File: config.mk
export PLATFORM = sky130hd
export DESIGN_NAME = mem_arbiter
export DESIGN_NICKNAME = d
export VERILOG_FILES = /design/src/rtl/mem_arb_pkg.sv /design/src/rtl/mem_arb_lat_cnt.sv /design/src/rtl/mem_arbiter.sv
export SDC_FILE = /design/constraint.sdc
export NUM_CORES = 1
export LEC_CHECK = 0
export ABC_AREA = 0
export BUFFER_PORTS_ARGS = -buffer_cell sky130_fd_sc_hd__buf_2
export CORE_MARGIN = 1
export CORE_UTILIZATION = 51
export CTS_CLUSTER_DIAMETER = 40
export DETAILED_ROUTE_END_ITERATION = 16
export PLACE_DENSITY = 0.91
export SYNTH_ARGS = -nofsm -noshare
export SYNTH_HDL_FRONTEND = slang
export SYNTH_HIERARCHICAL = 1
export SYNTH_SLANG_ARGS = --single-unit
File: constraint.sdc
create_clock -name clk -period 3 [get_ports clk]
set_clock_uncertainty 0.05 [all_clocks]
set_input_delay 0.15 -clock clk [delete_from_list [all_inputs] [get_ports clk]]
set_output_delay 0.15 -clock clk [all_outputs]
set_load 0.02 [all_outputs]
File: src/rtl/mem_arb_pkg.sv
// Shared types and constants for the fetch/data memory arbiter.
// FSM state encoding, owner encoding and the legal read-latency range.
package mem_arb_pkg;

  typedef enum logic [1:0] {
    IDLE  = 2'd0,
    ISSUE = 2'd1,
    WAIT  = 2'd2,
    RESP  = 2'd3
  } state_t;

  typedef enum logic {
    OWN_IF = 1'b0,
    OWN_D  = 1'b1
  } owner_t;

  localparam int LAT_MIN = 1;
  localparam int LAT_MAX = 15;
  localparam int CNT_W   = 4;

endpackage

File: src/rtl/mem_arb_lat_cnt.sv
// Read-latency down-counter: loads the latency when a transaction is granted,
// counts down while the memory read is in flight and flags when it hits zero.
module mem_arb_lat_cnt
  import mem_arb_pkg::*;
#(
  parameter int W = CNT_W
) (
  input  logic         clk,
  input  logic         rst,
  input  logic         load,
  input  logic         dec,
  input  logic [W-1:0] load_val,
  output logic         zero
);

  logic [W-1:0] cnt;

  // Load has priority; decrement saturates at zero so the flag stays stable.
  always_ff @(posedge clk or posedge rst) begin
    if (rst) begin
      cnt <= '0;
    end else if (load) begin
      cnt <= load_val;
    end else if (dec && (cnt != '0)) begin
      cnt <= cnt - W'(1);
    end
  end

  assign zero = (cnt == '0);

endmodule

File: src/rtl/mem_arbiter.sv
// Arbiter sharing one single-port memory between an instruction fetch port
// and a data port. One transaction at a time: IDLE -> ISSUE -> WAIT -> RESP,
// with writes skipping WAIT.
// Optional macro ARB_RR_EN: simultaneous requests alternate using a
// last-served pointer; without it the data port always wins a conflict.
module mem_arbiter
  import mem_arb_pkg::*;
#(
  parameter int LAT = 2,
  parameter int AW  = 16,
  parameter int DW  = 16
) (
  input  logic          clk,
  input  logic          rst,
  input  logic          if_req,
  input  logic [AW-1:0] if_addr,
  output logic          if_valid,
  output logic [DW-1:0] if_rdata,
  output logic          if_stall,
  input  logic          d_re,
  input  logic          d_we,
  input  logic [AW-1:0] d_addr,
  input  logic [DW-1:0] d_wdata,
  output logic          d_valid,
  output logic [DW-1:0] d_rdata,
  output logic          d_stall,
  output logic [AW-1:0] m_addr,
  output logic          m_re,
  output logic          m_we,
  output logic [DW-1:0] m_wdata,
  input  logic [DW-1:0] m_rdata
);

  state_t        state;
  state_t        state_nxt;
  owner_t        owner;
  logic          is_wr;
  logic [AW-1:0] addr_q;
  logic [DW-1:0] wdata_q;
  logic [DW-1:0] if_rdata_q;
  logic [DW-1:0] d_rdata_q;
  logic          d_req;
  logic          grant_any;
  logic          grant_d;
  logic          grant_edge;
  logic          cnt_zero;
  logic          capture;

  assign d_req      = d_re | d_we;
  assign grant_any  = if_req | d_req;
  assign grant_edge = (state == IDLE) && grant_any;
  assign capture    = (state == WAIT) && cnt_zero;

`ifdef ARB_RR_EN
  owner_t last;

  assign grant_d = d_req && (!if_req || (last == OWN_IF));

  // Remember who was served last; reset value makes the first conflict go to data.
  always_ff @(posedge clk or posedge rst) begin
    if (rst) begin
      last <= OWN_IF;
    end else if (grant_edge) begin
      last <= grant_d ? OWN_D : OWN_IF;
    end
  end
`else
  assign grant_d = d_req;
`endif

  // State register.
  always_ff @(posedge clk or posedge rst) begin
    if (rst) begin
      state <= IDLE;
    end else begin
      state <= state_nxt;
    end
  end

  // Next-state logic; requests only matter in IDLE.
  always_comb begin
    state_nxt = state;
    case (state)
      IDLE:    if (grant_any) state_nxt = ISSUE;
      ISSUE:   state_nxt = is_wr ? RESP : WAIT;
      WAIT:    if (cnt_zero) state_nxt = RESP;
      RESP:    state_nxt = IDLE;
      default: state_nxt = IDLE;
    endcase
  end

  // Capture the granted request at the grant edge and read data when the latency expires.
  always_ff @(posedge clk or posedge rst) begin
    if (rst) begin
      owner      <= OWN_IF;
      is_wr      <= 1'b0;
      addr_q     <= '0;
      wdata_q    <= '0;
      if_rdata_q <= '0;
      d_rdata_q  <= '0;
    end else begin
      if (grant_edge) begin
        owner   <= grant_d ? OWN_D : OWN_IF;
        is_wr   <= grant_d && d_we;
        addr_q  <= grant_d ? d_addr : if_addr;
        wdata_q <= d_wdata;
      end
      if (capture) begin
        if (owner == OWN_IF) begin
          if_rdata_q <= m_rdata;
        end else begin
          d_rdata_q <= m_rdata;
        end
      end
    end
  end

  // Loaded at grant so it reaches zero in the cycle m_rdata becomes valid.
  mem_arb_lat_cnt #(
    .W(CNT_W)
  ) u_lat_cnt (
    .clk     (clk),
    .rst     (rst),
    .load    (grant_edge),
    .dec     ((state == ISSUE) || (state == WAIT)),
    .load_val(CNT_W'(LAT)),
    .zero    (cnt_zero)
  );

  assign m_re     = (state == ISSUE) && !is_wr;
  assign m_we     = (state == ISSUE) && is_wr;
  assign m_addr   = (state == ISSUE) ? addr_q : '0;
  assign m_wdata  = m_we ? wdata_q : '0;

  assign if_valid = (state == RESP) && (owner == OWN_IF);
  assign d_valid  = (state == RESP) && (owner == OWN_D);
  assign if_rdata = if_rdata_q;
  assign d_rdata  = d_rdata_q;
  assign if_stall = if_req && !if_valid;
  assign d_stall  = d_req && !d_valid;

endmodule

==> results of run 1 <==
-- worst min path at each step --
stage	cells past startpoint	from	endpoint
6_report	2	m_rdata[3]	if_rdata[3]
5_1_grt	2	m_rdata[15]	d_rdata[15]
4_1_cts	2	m_rdata[8]	d_rdata[8]
3_5_place_dp	2	rst	u_lat_cnt/cnt[0]
3_3_place_gp	2	rst	u_lat_cnt/cnt[2]
2_1_floorplan	1	rst	u_lat_cnt/cnt[0]
-- cell usage after synthesis (all sizes together) --
library cell  number  area (um^2)
mux2              49          552
nand2             19         71.3
nand3              2         20.0
nor3b              1         7.51
mux2i             16          160
conb               2         7.51
a221o              1         10.0
or3b               1         11.3
o21ai             20          100
buf                7         53.8
ha                 5         62.6
a31o               1         8.76
and4b              1         10.0
a21oi              4         20.0
o31a               1         8.76
and2              18          113
nor2b              4         25.0
nor3               3         15.0
nor4b              1         15.0
inv                9         33.8
a22o               1         8.76
o31ai              1         21.3
and3              17          111
nand2b             1         6.26
dfrtp             72         1800
o2bb2ai            1         8.76
clkbuf             6         23.8
nor2               4         22.5
-- layout by cell type (no fill, tap or decap), drive strengths merged --
cell type / Yosys / layout
nor3: 3 / 3
nor2: 4 / 4
o21ai: 20 / 20
a31o: 1 / 1
dfrtp: 72 / 72
ha: 5 / 5
o2bb2ai: 1 / 1
a221o: 1 / 1
o31ai: 1 / 1
conb: 2 / 4
clkinvlp: 0 / 3
nor2b: 4 / 4
nor3b: 1 / 1
and2: 18 / 18
nand2: 19 / 19
nor4b: 1 / 1
or3b: 1 / 1
and3: 17 / 17
buf: 7 / 142
clkbuf: 6 / 10
mux2: 49 / 49
inv: 9 / 10
and4b: 1 / 1
nand2b: 1 / 1
clkinv: 0 / 2
dlygate4sd3: 0 / 16
o31a: 1 / 1
a21oi: 4 / 4
a22o: 1 / 1
mux2i: 16 / 16
nand3: 2 / 2
-- final cells by class --
type	instances	area share [%]
flip-flops and latches	72	41.1
multi-input cells	176	32.0
repair buffers	158	20.1
clock buffers	10	2.91
well taps	75	2.14
clock inverters	6	1.03
inverters	9	0.770
-- state kept, by name, summed over array words and instances, names as in the netlist --
register / cells
wdata_q: 16
u_lat_cnt/cnt: 4
d_rdata: 16
addr_q: 16
is_wr: 1
if_rdata: 16
state: 2
owner: 1
-- routing by layer --
metal | GRT usage (%) | vias up
met5 | 0 | -
met3 | 5.05 | 15
met4 | 10.3 | 0
met1 | 25.7 | 1252
met2 | 45.0 | 95
li1 | - | 1238
-- metrics by stage --
step	util [%]	worst slack [ns]	instance area (um^2)
2_1_floorplan	-	1.05	3320
3_3_place_gp	66.5	0.892	4050
3_5_place_dp	66.5	0.786	4050
4_1_cts	71.8	0.759	4380
5_1_grt	72.0	0.664	4390
6_report	72.0	0.787	4390
-- report_power, final --
group	total, mW	switching (mW)	leakage [nW]	internal [mW]
combinational	2.09	1.18	1.34	0.911
clock	0.663	0.361	0.0789	0.303
sequential	1.78	0.313	0.853	1.47
total	4.54	1.85	2.27	2.69
-- kinds of logic (layout without fill, tap and decap cells) --
family | Yosys count | in the layout | share of synthesized area (%)
DFF | 72 | 72 | 54.4
and+or+nand+nor | 72 | 72 | 12.9
muxes | 65 | 65 | 21.5
AOI/OAI and AO/OA | 30 | 30 | 5.63
buffers and inverters | 22 | 183 | 3.36
adders and majority gates | 5 | 5 | 1.89
other | 2 | 4 | 0.227
-- worst reg2reg max path: stages, from the launching register on --
cell and delay [ns]:
dfrtp_1 0.40, inv_1 0.10, ha_1 0.21, or3b_4 0.42, inv_1 0.13, nand3_2 0.36, mux2_2 0.42
==> flow_metrics.tcl, run 1 <==
set metrics [dict create \
    status "complete, no violations" \
    r2r_start "u_lat_cnt/cnt[0]" \
    cts_sinks 72 \
    cts_resized 0 \
    die_h_um 82.6 \
    clk_latency_ns 0.33 \
    critical_path.top_delay_family "simple AND/OR/NAND/NOR gates" \
    io_pins 139 \
    yosysWarnings 6 \
    stdcell_count 506 \
    yosysSeqAreaShare_pct 54.4 \
    setup_tns_ns 0 \
    start_util_pct 54.3 \
    tightest_slew_ns 0.717 \
    vias_per_cell 5.14 \
    drt_iter0_drc 111 \
    grt_overflow_total 0 \
    core_um2 6100 \
    critPathLaunch "u_lat_cnt/cnt[0]" \
    crit_fanout 16 \
    regToRegEndpoint "d_rdata[9]" \
    synth_area_um2 3310 \
    cp-start-kind "flop" \
    worstSetupPathType "flop to flop" \
    finalCriticalPeriod_ns 2.21 \
    routed_wl_um 7700 \
    p_total_mw 4.54 \
    fmax_mhz 452 \
    grt_max_degree 46 \
    cts_max_path_buffers 2 \
    clk_pin_slew_ns 0.08 \
    worstPathArrival_ns 2.38 \
    num_vias 2600 \
    r2r_cells 6 \
    nNetsFinal 500 \
    synth_seq_cells 72 \
    ant_nets 0 \
    avgSynthCellArea_um2 12.3 \
    fp.dieArea_um2 6820 \
    cts_made_buffers 9 \
    first_pass_iters 4 \
    antenna_found_initial 0 \
    max_cap_viol_count 0 \
    crit_required_ns 3.17 \
    p_leak_nw 2.27 \
    hold_viol 0 \
    grt_pass1_wl_um 11800 \
    grt_pass1_vias 2577 \
    path_depth 6 \
    worst_setup_path_end_kind "flop" \
    crit_path_frequent_cell "inv_1" \
    multiInputGateArea_um2 1400 \
    synth.distinct_cells 33 \
    max-slew-margin-rel_pct 52.1 \
    grt_setup_unrepaired "false" \
    grt_usage_pct 23.9 \
    wl_met3_um 400 \
    root_buffer "clkbuf_8" \
    met2_wirelength_um 4220 \
    n_fill_cell 455 \
    regArea_um2 1800 \
    cts_setup_buffers 0 \
    setup-violations-final 0 \
    top_layer "met4" \
    diodes 0 \
    synthCells 268 \
    htree_levels 3 \
    whs_ns 0.00963 \
    final.period_utilization_pct 73.8 \
    die_w_um 82.6 \
    tritoncts "yes" \
    syn_to_final_growth_pct 32.6 \
    post-place-cells 474 \
    crit_buf_inv 2 \
    wl_met1_um 2920 \
    wire_per_inst_um 15.2 \
    slowest_stage "or3b_4" \
    hpwl_um 5520 \
    rows 28 \
    layout-drive-gt1-share_pct 49.7 \
    powerDensity_nw_per_um2 1030 \
    max_stage_delay_ns 0.42 \
    rrSetupSlack_ns 0.79 \
    cts_hold_buf 15 \
    cp-endpoint "d_rdata[9]" \
    peakVddDrop_uv 752 \
    holdCritPathClass "primary input to flop" \
    gp_congestion 0.735 \
    drcViolationCount 0 \
    path_cells "inv_1 -> ha_1 -> or3b_4 -> inv_1 -> nand3_2 -> mux2_2" \
    final_max_slew_viol_count 0 \
    numPortBuffers 138 \
]
Note: power is estimated with default switching activity, not from simulation.
==> run 2, diff against run 1 <==
Settings changed: CORE_UTILIZATION 51 to 43, PLACE_DENSITY 0.91 to 0.83.
Clock period 3 ns to 1.98 ns, I/O delays scaled along.
==> run 2 against run 1 <==
- hold slack better by 0.0070 ns
- critical endpoint is now if_rdata[12]
- critical path type unchanged
- final cell count up 9.9%
- clock-buffer cell count up 1
- die area up 18%
- maximum frequency up 16%
==> flow_metrics.tcl, run 2 (synthesized netlist as in run 1, its figures left out) <==
set metrics [dict create \
    status "complete, no violations" \
    post-place-cells 503 \
    peakVddDrop_uv 855 \
    dpl_cell_area_um2 4160 \
    stdcell_count 556 \
    ant_nets 0 \
    layout-drive-gt1-share_pct 48.8 \
    worstSetupPathType "flop to flop" \
    critPathLaunch "u_lat_cnt/cnt[0]" \
    routed_wl_um 7810 \
    first_pass_iters 3 \
    num_vias 2684 \
    place_ws_ns -0.0381 \
    switchingPower_mw 2.79 \
    core_um2 7330 \
    io_pins 139 \
    rows 31 \
    gp_congestion 0.821 \
    hpwl_um 5340 \
    drcViolationCount 0 \
    root_buffer "clkbuf_8" \
    worst_setup_path_end_kind "flop" \
    htree_levels 3 \
    wire_per_inst_um 14.1 \
    grt_max_degree 43 \
    n_fill_cell 602 \
    die_w_um 89.7 \
    worstPathArrival_ns 2.09 \
    cp-start-kind "flop" \
    holdCritPathClass "primary input to flop" \
    setup-violations-final 0 \
    grt_pass1_vias 2758 \
    seqPwrFrac_pct 37.2 \
    layout_common_cells "138 x buf_2, 72 x dfrtp_1, 49 x mux2_2" \
    clk_pin_slew_ns 0.07 \
    hold_start "d_addr[10]" \
    grt_overflow_total 0 \
    final_area_um2 4750 \
    start_util_pct 45.1 \
    p_int_mw 4.37 \
    die_h_um 89.7 \
    grt_usage_pct 20.3 \
    combPwrFrac_pct 46.2 \
    p_leak_nw 2.42 \
    numPortBuffers 138 \
    drt_iter0_drc 105 \
    final_max_slew_viol_count 0 \
    cts_made_buffers 9 \
    diodes 0 \
    final.period_utilization_pct 96.7 \
    setup_ws_ns 0.0652 \
    max-slew-margin-rel_pct 60.5 \
    p_total_mw 7.16 \
    max_cap_viol_count 0 \
    nNetsFinal 526 \
    clk_latency_ns 0.33 \
    fin_util_pct 64.8 \
    switching_share_pct 38.9 \
    syn_to_final_growth_pct 43.6 \
    tightest_slew_ns 0.591 \
    powerDensity_nw_per_um2 1510 \
    tritoncts "yes" \
    cts_sinks 72 \
    final_common_cell "buf_2" \
    crit_fanout 16 \
    vias_per_cell 4.83 \
    p_clk_share_pct 16.6 \
    r2r_start "u_lat_cnt/cnt[0]" \
    fp.dieArea_um2 8050 \
    antenna_found_initial 0 \
    hold_viol 0 \
    crit_required_ns 2.15 \
    cts_max_path_buffers 2 \
    fmax_mhz 522 \
    grt_pass1_wl_um 13000 \
    finalCriticalPeriod_ns 1.91 \
]
-- run 2: worst max-delay path, stage by stage, from the launching register on --
cell and delay, ns:
dfrtp_1 0.40, inv_1 0.13, ha_4 0.16, or3b_4 0.41, inv_2 0.10, nand3_2 0.10, buf_12 0.17, mux2_2 0.28
-- run 2: what timing repair did --
item	CTS	global route
setup buffers	0	0
setup endpoints to repair	21	33
resized for setup	2	2
pin swaps	0	1
hold buffers	37	0
hold endpoints to repair	122	0
-- run 2: area by class of cell --
| type | instances | area, um^2 | share of cell area, % |
|---|---|---|---|
| inverter | 9 | 33.8 | 0.711 |
| clock inverter | 5 | 55.1 | 1.16 |
| timing repair buffer | 184 | 1170 | 24.5 |
| tap | 99 | 124 | 2.61 |
| multi-input combinational | 176 | 1420 | 29.9 |
| clock buffer | 11 | 151 | 3.19 |
| sequential | 72 | 1800 | 37.9 |
-- run 2: metal layers --
layer  GRT usage (%)  vias to the layer above  wire length (um)
li1                -                     1292                 -
met1            23.6                     1273              3310
met2            34.9                      101              3820
met3            5.58                       18               487
met4            9.02                        0               197
met5               0                        -                 0
-- run 2: stage by stage --
step / setup TNS [ns] / hold slack [ns]
5_1_grt: -0.0193 / 0.0229
4_1_cts: 0 / 0.00191
3_3_place_gp: 0 / -0.0503
2_1_floorplan: 0 / -0.185
6_report: 0 / 0.0166
3_5_place_dp: -0.0381 / -0.0422
-- run 2: power by group through the flow --
stage               Combinational [mW]  Clock (mW)  Sequential, mW
finish                            3.31        1.19            2.67
floorplan                         1.87           0            2.99
global route                      3.60        1.28            2.77
global placement                  3.13           0            2.62
CTS                               3.30        1.22            2.66
detailed placement                3.23           0            2.68
-- run 2: path summary, 6_finish.rpt --
kind / end / slack, ns / cells past startpoint
worst max-delay path: if_rdata[12] / 0.07 / 7
max in group asynchronous: wdata_q[4] / 1.10 / 4
worst max register to register: if_rdata[12] / 0.07 / 7
min in group asynchronous: u_lat_cnt/cnt[1] / 0.15 / 3
worst min-delay path: addr_q[10] / 0.02 / 3
worst min register to register: addr_q[8] / 0.42 / 2
